### config.mk
export PLATFORM = sky130hd
export DESIGN_NAME = uart_pattern_cmd_flat
export DESIGN_NICKNAME = d
export VERILOG_FILES = /design/src/rtl/uart_pattern_cmd_if.sv /design/src/rtl/uart_pattern_cmd.sv /design/src/flat_wrapper.sv
export SDC_FILE = /design/constraint.sdc
export NUM_CORES = 1
export LEC_CHECK = 0
export ABC_AREA = 1
export BUFFER_PORTS_ARGS = -buffer_cell sky130_fd_sc_hd__buf_4
export CORE_AREA = 2 2 114 61
export CTS_CLUSTER_SIZE = 40
export DETAILED_ROUTE_END_ITERATION = 12
export DIE_AREA = 0 0 116 63
export PLACE_DENSITY_LB_ADDON = 0.1
export SYNTH_ARGS = -nofsm -noshare
export SYNTH_HDL_FRONTEND = slang
export SYNTH_SLANG_ARGS = --single-unit
### constraint.sdc
create_clock -name clk -period 2 [get_ports clk]
set_input_delay 0.4 -clock clk [delete_from_list [all_inputs] [get_ports clk]]
set_output_delay 0.4 -clock clk [all_outputs]
set_load 0.005 [all_outputs]
### src/rtl/uart_pattern_cmd_if.sv
// Signal bundle between the UART byte stream, the pattern command parser
// and the test-pattern generator.
interface uart_pattern_cmd_if;
    logic [7:0] i_rx_byte;
    logic       i_rx_dv;
    logic       i_tx_done;
    logic [7:0] o_tx_byte;
    logic       o_tx_dv;
    logic [3:0] o_pattern;
    logic       o_pattern_valid;

    modport master (
        input  i_rx_byte,
        input  i_rx_dv,
        input  i_tx_done,
        output o_tx_byte,
        output o_tx_dv,
        output o_pattern,
        output o_pattern_valid
    );

    modport slave (
        output i_rx_byte,
        output i_rx_dv,
        output i_tx_done,
        input  o_tx_byte,
        input  o_tx_dv,
        input  o_pattern,
        input  o_pattern_valid
    );
endinterface

### src/rtl/uart_pattern_cmd.sv
// Parses "P<hex><CR>" from UART RX, sets the test pattern, answers ACK/NAK.
// UART_PATTERN_CMD_BARE_DIGIT_EN: a lone hex digit in IDLE is a full command.
module uart_pattern_cmd #(
    parameter int unsigned TIMEOUT_CLKS = 2500000,
    parameter int unsigned MAX_PATTERN  = 7,
    parameter logic [7:0]  ACK_BYTE     = 8'h4B,
    parameter logic [7:0]  NAK_BYTE     = 8'h45
) (
    input logic                clk,
    input logic                rst,
    uart_pattern_cmd_if.master bus
);
    localparam int CW =
        (TIMEOUT_CLKS > 1) ? $clog2(TIMEOUT_CLKS) : 1;
    localparam logic [CW-1:0] CNT_LAST = CW'(TIMEOUT_CLKS - 1);
    localparam logic [4:0] MAX_P =
        5'((MAX_PATTERN > 15) ? 15 : MAX_PATTERN);

`ifdef UART_PATTERN_CMD_BARE_DIGIT_EN
    localparam bit BARE_DIGIT = 1'b1;
`else
    localparam bit BARE_DIGIT = 1'b0;
`endif

    typedef enum logic [2:0] {
        IDLE,
        GOT_P,
        GOT_DIGIT,
        RESPOND,
        WAIT_TX
    } state_t;

    state_t        state;
    logic [CW-1:0] cnt;
    logic [3:0]    digit;
    logic          ack;
    logic [7:0]    tx_byte;
    logic          tx_dv;
    logic [3:0]    pattern;
    logic          pattern_valid;

    logic [7:0] rx;
    logic       is_p;
    logic       is_cr;
    logic       is_hex;
    logic [3:0] hex_val;
    logic       hex_ok;
    logic       digit_ok;
    logic       expired;

    assign rx = bus.i_rx_byte;

    always_comb begin
        is_p     = (rx == 8'h50) || (rx == 8'h70);
        is_cr    = (rx == 8'h0D);
        is_hex   = 1'b0;
        hex_val  = 4'h0;
        unique case (1'b1)
            (rx >= 8'h30 && rx <= 8'h39): begin
                is_hex  = 1'b1;
                hex_val = 4'(rx - 8'h30);
            end
            (rx >= 8'h41 && rx <= 8'h46): begin
                is_hex  = 1'b1;
                hex_val = 4'(rx - 8'h37);
            end
            (rx >= 8'h61 && rx <= 8'h66): begin
                is_hex  = 1'b1;
                hex_val = 4'(rx - 8'h57);
            end
            default: ;
        endcase
        hex_ok   = ({1'b0, hex_val} <= MAX_P);
        digit_ok = ({1'b0, digit} <= MAX_P);
        expired  = (cnt == CNT_LAST);
    end

    // Outputs are registered on the RESPOND exit edge, one cycle after the
    // terminating byte is accepted.
    always_ff @(posedge clk) begin
        if (rst) begin
            state         <= IDLE;
            cnt           <= '0;
            digit         <= 4'h0;
            ack           <= 1'b0;
            tx_byte       <= 8'h00;
            tx_dv         <= 1'b0;
            pattern       <= 4'h0;
            pattern_valid <= 1'b0;
        end else begin
            tx_dv         <= 1'b0;
            pattern_valid <= 1'b0;
            unique case (state)
                IDLE: begin
                    if (bus.i_rx_dv) begin
                        if (is_p) begin
                            state <= GOT_P;
                            cnt   <= '0;
                        end else if (BARE_DIGIT && is_hex) begin
                            digit <= hex_val;
                            ack   <= hex_ok;
                            state <= RESPOND;
                        end
                    end
                end
                GOT_P: begin
                    if (bus.i_rx_dv) begin
                        cnt <= '0;
                        if (is_hex) begin
                            digit <= hex_val;
                            state <= GOT_DIGIT;
                        end else begin
                            ack   <= 1'b0;
                            state <= RESPOND;
                        end
                    end else if (expired) begin
                        state <= IDLE;
                    end else begin
                        cnt <= cnt + 1'b1;
                    end
                end
                GOT_DIGIT: begin
                    if (bus.i_rx_dv) begin
                        cnt   <= '0;
                        ack   <= is_cr && digit_ok;
                        state <= RESPOND;
                    end else if (expired) begin
                        state <= IDLE;
                    end else begin
                        cnt <= cnt + 1'b1;
                    end
                end
                RESPOND: begin
                    tx_dv   <= 1'b1;
                    tx_byte <= ack ? ACK_BYTE : NAK_BYTE;
                    if (ack) begin
                        pattern       <= digit;
                        pattern_valid <= 1'b1;
                    end
                    cnt   <= '0;
                    state <= WAIT_TX;
                end
                WAIT_TX: begin
                    // A lost TX done must not wedge the parser.
                    if (bus.i_tx_done || expired) begin
                        state <= IDLE;
                    end else begin
                        cnt <= cnt + 1'b1;
                    end
                end
                default: state <= IDLE;
            endcase
        end
    end

    assign bus.o_tx_byte       = tx_byte;
    assign bus.o_tx_dv         = tx_dv;
    assign bus.o_pattern       = pattern;
    assign bus.o_pattern_valid = pattern_valid;
endmodule

### src/flat_wrapper.sv
// flat-port wrapper written by rule: the top's interface ports become plain ports
module uart_pattern_cmd_flat 
#(
    parameter int unsigned TIMEOUT_CLKS = 2500000,
    parameter int unsigned MAX_PATTERN  = 7,
    parameter logic [7:0]  ACK_BYTE     = 8'h4B,
    parameter logic [7:0]  NAK_BYTE     = 8'h45
)
  (clk, rst, bus_i_rx_byte, bus_i_rx_dv, bus_i_tx_done, bus_o_tx_byte, bus_o_tx_dv, bus_o_pattern, bus_o_pattern_valid);
  uart_pattern_cmd_if bus_i ();
  input logic clk;
  input logic rst;
  input wire logic [$bits(bus_i.i_rx_byte)-1:0] bus_i_rx_byte;
  input wire logic [$bits(bus_i.i_rx_dv)-1:0] bus_i_rx_dv;
  input wire logic [$bits(bus_i.i_tx_done)-1:0] bus_i_tx_done;
  output wire logic [$bits(bus_i.o_tx_byte)-1:0] bus_o_tx_byte;
  output wire logic [$bits(bus_i.o_tx_dv)-1:0] bus_o_tx_dv;
  output wire logic [$bits(bus_i.o_pattern)-1:0] bus_o_pattern;
  output wire logic [$bits(bus_i.o_pattern_valid)-1:0] bus_o_pattern_valid;
  assign bus_i.i_rx_byte = bus_i_rx_byte;
  assign bus_i.i_rx_dv = bus_i_rx_dv;
  assign bus_i.i_tx_done = bus_i_tx_done;
  assign bus_o_tx_byte = bus_i.o_tx_byte;
  assign bus_o_tx_dv = bus_i.o_tx_dv;
  assign bus_o_pattern = bus_i.o_pattern;
  assign bus_o_pattern_valid = bus_i.o_pattern_valid;
  uart_pattern_cmd #(.TIMEOUT_CLKS(TIMEOUT_CLKS), .MAX_PATTERN(MAX_PATTERN), .ACK_BYTE(ACK_BYTE), .NAK_BYTE(NAK_BYTE)) u_core (.clk(clk), .rst(rst), .bus(bus_i));
endmodule
==> summary.md <==
| Metric | Value |
|---|---|
| Status | complete, no violations |
| Synth top area share | 0.2865 |
| Capturing instance or port of the critical path | u_core.cnt[3] |
| Critical R2R Capture | u_core.cnt[3] |
| Post-Route M1 WL | about 4.5 mm |
| Iteration-0 DRC Markers | around 220 |
| Most frequent cells after synthesis | sky130_fd_sc_hd__nand2_1 (130), sky130_fd_sc_hd__nand3_1 (55), sky130_fd_sc_hd__nor2_1 (50) |
| First-pass GRT wire length | ~13 mm |
| Placed Cells | 557 |
| Number of global-route vias before repair | around 2,400 |
| Detail Placement HPWL | between 5 and 6 mm |
| Routed wirelength normalized by instance count | approximately 14 µm |
| Final Critical Period | 1844 ps |
| Post-route ant nets | 0 |
| IO buf count | 22 |
| Starting Density | 0.4286 |
| Max Clk Rate | ~0.54 GHz |
| Critical path startpoint | u_core.cnt[1] |
| Count of instances resized after the clock tree is built | 0 |
| Sequential share of the synthesized area | 0.2865 |
| Dominant synthesized flop cell | sky130_fd_sc_hd__dfxtp_1 |
| Arrival @ worst endpoint | about 2000 ps |
| DIE HEIGHT | ~63 µm |
| Cell type with the largest total area after synthesis | sky130_fd_sc_hd__dfxtp_1 |
| Power per Cell Area | 563.8 nW/µm² |
| Met3 wirelength from detailed routing | ~670 µm |
| Post-route setup slack | around 160 ps |
| Largest net degree at the start of global routing | 23 |
| Area growth from synthesis to layout | 17.91% |
| Worst setup path class | flip-flop to flip-flop |
| Post-synth ARST share | 0 |
| Critical path data required time | between 2000 and 2500 ps |
| Setup repair after global routing missed its margin | false |
| Overall die area | 7308 µm² |
| Clock network latency to the later pin of the worst-skew pair | between 200 and 300 ps |
| DRT Wirelength | 7.749 mm |
| Die Span X | between 100 and 150 µm |
| Number of pins exceeding their max-slew limit in the final report | 0 |
| Number of vias after detailed routing | roughly 2,900 |
| Number of buffers created by CTS | 5 |
| Standard-cell row count | 21 |
| Post-route non-filler standard cell count | about 570 |
| Maximum level of the CTS H-tree | 2 |
| Hold-fix buffer count after cts | 0 |
| Worst reg-to-reg setup slack | approximately 160 ps |
| Final Hold Viols | 0 |
| Flops & latches, synth | 39 |
| Maximum ir drop on the vdd rail | roughly 0.00027 V |
| Dominant cell by count in the synthesized netlist | sky130_fd_sc_hd__nand2_1 |
| Number of enable flip-flop cells after synthesis | 0 |
| Post-route clock period utilization | 0.9219 |
| Via density | 5.083 |
| Final weighted congestion in routability-driven placement | roughly 0.92 |
| Net count, final | 489 |
| Ys Warns | 0 |
| Number of maximum-capacitance violations | 0 |
| Cell at the root of the clock tree | sky130_fd_sc_hd__clkbuf_16 |
| Sort of element at the end of the critical path | flip-flop |
| Global route total overflow | 0 |
| Mean post-synth cell area | 6.138 µm² |
| Non-Filler Cell Area, Final | about 3200 µm² |
| Uppermost routed layer | met4 |
| Top cells by area, synth | sky130_fd_sc_hd__dfxtp_1 (29%), sky130_fd_sc_hd__nand2_1 (18%), sky130_fd_sc_hd__nand3_1 (10%) |
| Total number of clock tree sinks | 39 |
| Total Routing Usage GR | 0.2274 |
| Number of antenna violations at the first check in global routing | 0 |
| Startpoint Class | flip-flop |
| Area inside the core boundary | around 6400 µm² |
| CTS clock-pin slew for the worst setup and hold paths | ~60 ps |
| Count of TritonRoute iterations in the first routing pass | 7 |
| Boundary Pins | 26 |
| Total leakage power | between 1 and 1.5 nW |
| Setup TNS | 0 ps |
| Hold WC Path Type | input port to flip-flop |
| Final-layout fill cell count | slightly below 700 |
| Count of unresolved DRC violations after routing | 0 |
| Final setup violation count | 0 |
| Post-CTS repair timing setup buffer count | 0 |
| TritonCTS clock tree | built |
| Worst clock skew | 5.720 ps |
| Number of standard cells after synthesis | between 400 and 500 |
| DP Area | around 3000 µm² |
| Layout cell share with drive strength beyond 1 | 0.1459 |
| Synthesized cell area | 2725 µm² |
| Antenna cell count | 0 |
| Worst Reg-to-Reg Cells | 11 |
| Detailed-routed wire length on met2 | 2.536 mm |
| Critical-path maximum fanout | 22 |
| Worst slack after detailed placement | about 140 ps |
| Number of buffers on the longest clock path | 2 |
| Distinct cell type count after synthesis | 36 |
| Origin of the critical flop-to-flop path | u_core.cnt[1] |
flip-flops by register name (all words and copies together), names as in the netlist:
name and flops:
u_core.ack 1, u_core.state 3, u_core.bus.o_pattern 4, u_core.bus.o_pattern_valid 1, u_core.bus.o_tx_byte 3, u_core.digit 4, u_core.cnt 22, u_core.bus.o_tx_dv 1
power breakdown:
group / switching (mW) / internal [mW] / leakage [nW]
Combinational: 0.0730 / 0.0380 / 0.936
Sequential: 0.000346 / 0.777 / 0.314
Clock: 0.335 / 0.588 / 0.0838
cells by family after synthesis:
| family | count (synthesis) | synth area share |
|---|---|---|
| xor+xnor | 12 | 0.03857 |
| other cells | 1 | 0.001376 |
| compound gates | 54 | 0.1162 |
| simple gates | 269 | 0.4311 |
| fa+ha+maj | 5 | 0.02296 |
| flops | 39 | 0.2865 |
| buf+inv | 64 | 0.1033 |
cells in the final DEF (no fill, tap or decap), types with 2 or more instances in the layout:
master,n
sky130_fd_sc_hd__a21oi_1,23
sky130_fd_sc_hd__a21oi_2,6
sky130_fd_sc_hd__buf_4,37
sky130_fd_sc_hd__clkbuf_16,5
sky130_fd_sc_hd__conb_1,3
sky130_fd_sc_hd__dfxtp_1,39
sky130_fd_sc_hd__ha_1,5
sky130_fd_sc_hd__inv_1,43
sky130_fd_sc_hd__inv_2,2
sky130_fd_sc_hd__nand2_1,130
sky130_fd_sc_hd__nand2_2,5
sky130_fd_sc_hd__nand3_1,55
sky130_fd_sc_hd__nand3_2,2
sky130_fd_sc_hd__nand4_1,11
sky130_fd_sc_hd__nor2_1,49
sky130_fd_sc_hd__nor2_2,3
sky130_fd_sc_hd__nor3_1,8
sky130_fd_sc_hd__nor3_2,2
sky130_fd_sc_hd__o21a_1,3
sky130_fd_sc_hd__o21ai_0,9
sky130_fd_sc_hd__o21ai_1,7
sky130_fd_sc_hd__o22ai_1,2
sky130_fd_sc_hd__xor2_1,11
metrics by stage:
stage               hold WS [ps]  power, mW    util
floorplan                  419.1     0.8606       -
global placement           464.6     0.9055  0.4770
detailed placement         467.2     0.9036  0.4770
CTS                        455.2      1.833  0.5035
global route               462.0      1.877  0.5053
finish                     455.7      1.811  0.5053
per-layer routing:
metal,up-vias,GRT usage
met5,-,0
met4,0,0.06994
met3,5,0.04365
met2,115,0.2551
met1,1260,0.3972
li1,1492,-
worst max-delay path, stage by stage, from the launching register on:
cell,delay [ps]
sky130_fd_sc_hd__dfxtp_1,380
sky130_fd_sc_hd__ha_1,200
sky130_fd_sc_hd__nand3_2,120
sky130_fd_sc_hd__nor2_2,140
sky130_fd_sc_hd__nand3_2,150
sky130_fd_sc_hd__nand2_1,90
sky130_fd_sc_hd__nand2_1,140
sky130_fd_sc_hd__inv_1,110
sky130_fd_sc_hd__nor2_2,50
sky130_fd_sc_hd__buf_12,160
sky130_fd_sc_hd__o21ai_0,80
sky130_fd_sc_hd__a21oi_1,80
worst min-delay path by stage:
stage	endpoint	start	cells after the start	slack (ps)
detailed placement	u_core.bus.o_pattern[0]	u_core.digit[0]	2	470
finish	u_core.cnt[10]	rst	2	460
CTS	u_core.cnt[7]	rst	2	460
floorplan	u_core.bus.o_pattern[0]	u_core.digit[0]	2	420
global placement	u_core.bus.o_pattern[0]	u_core.bus.o_pattern[0]	2	460
global route	u_core.cnt[7]	rst	2	460
area by class of cell:
class	instances	area [µm²]	share of cell area
clock buffers	5	125.1	0.03894
well taps	92	115.1	0.03583
clock inverters	3	43.79	0.01363
multi-input cells	343	1682	0.5234
flip-flops and latches	39	780.7	0.2430
inverters	45	168.9	0.05257
repair buffers	38	297.8	0.09268
Note: power is estimated with default switching activity, not from simulation.
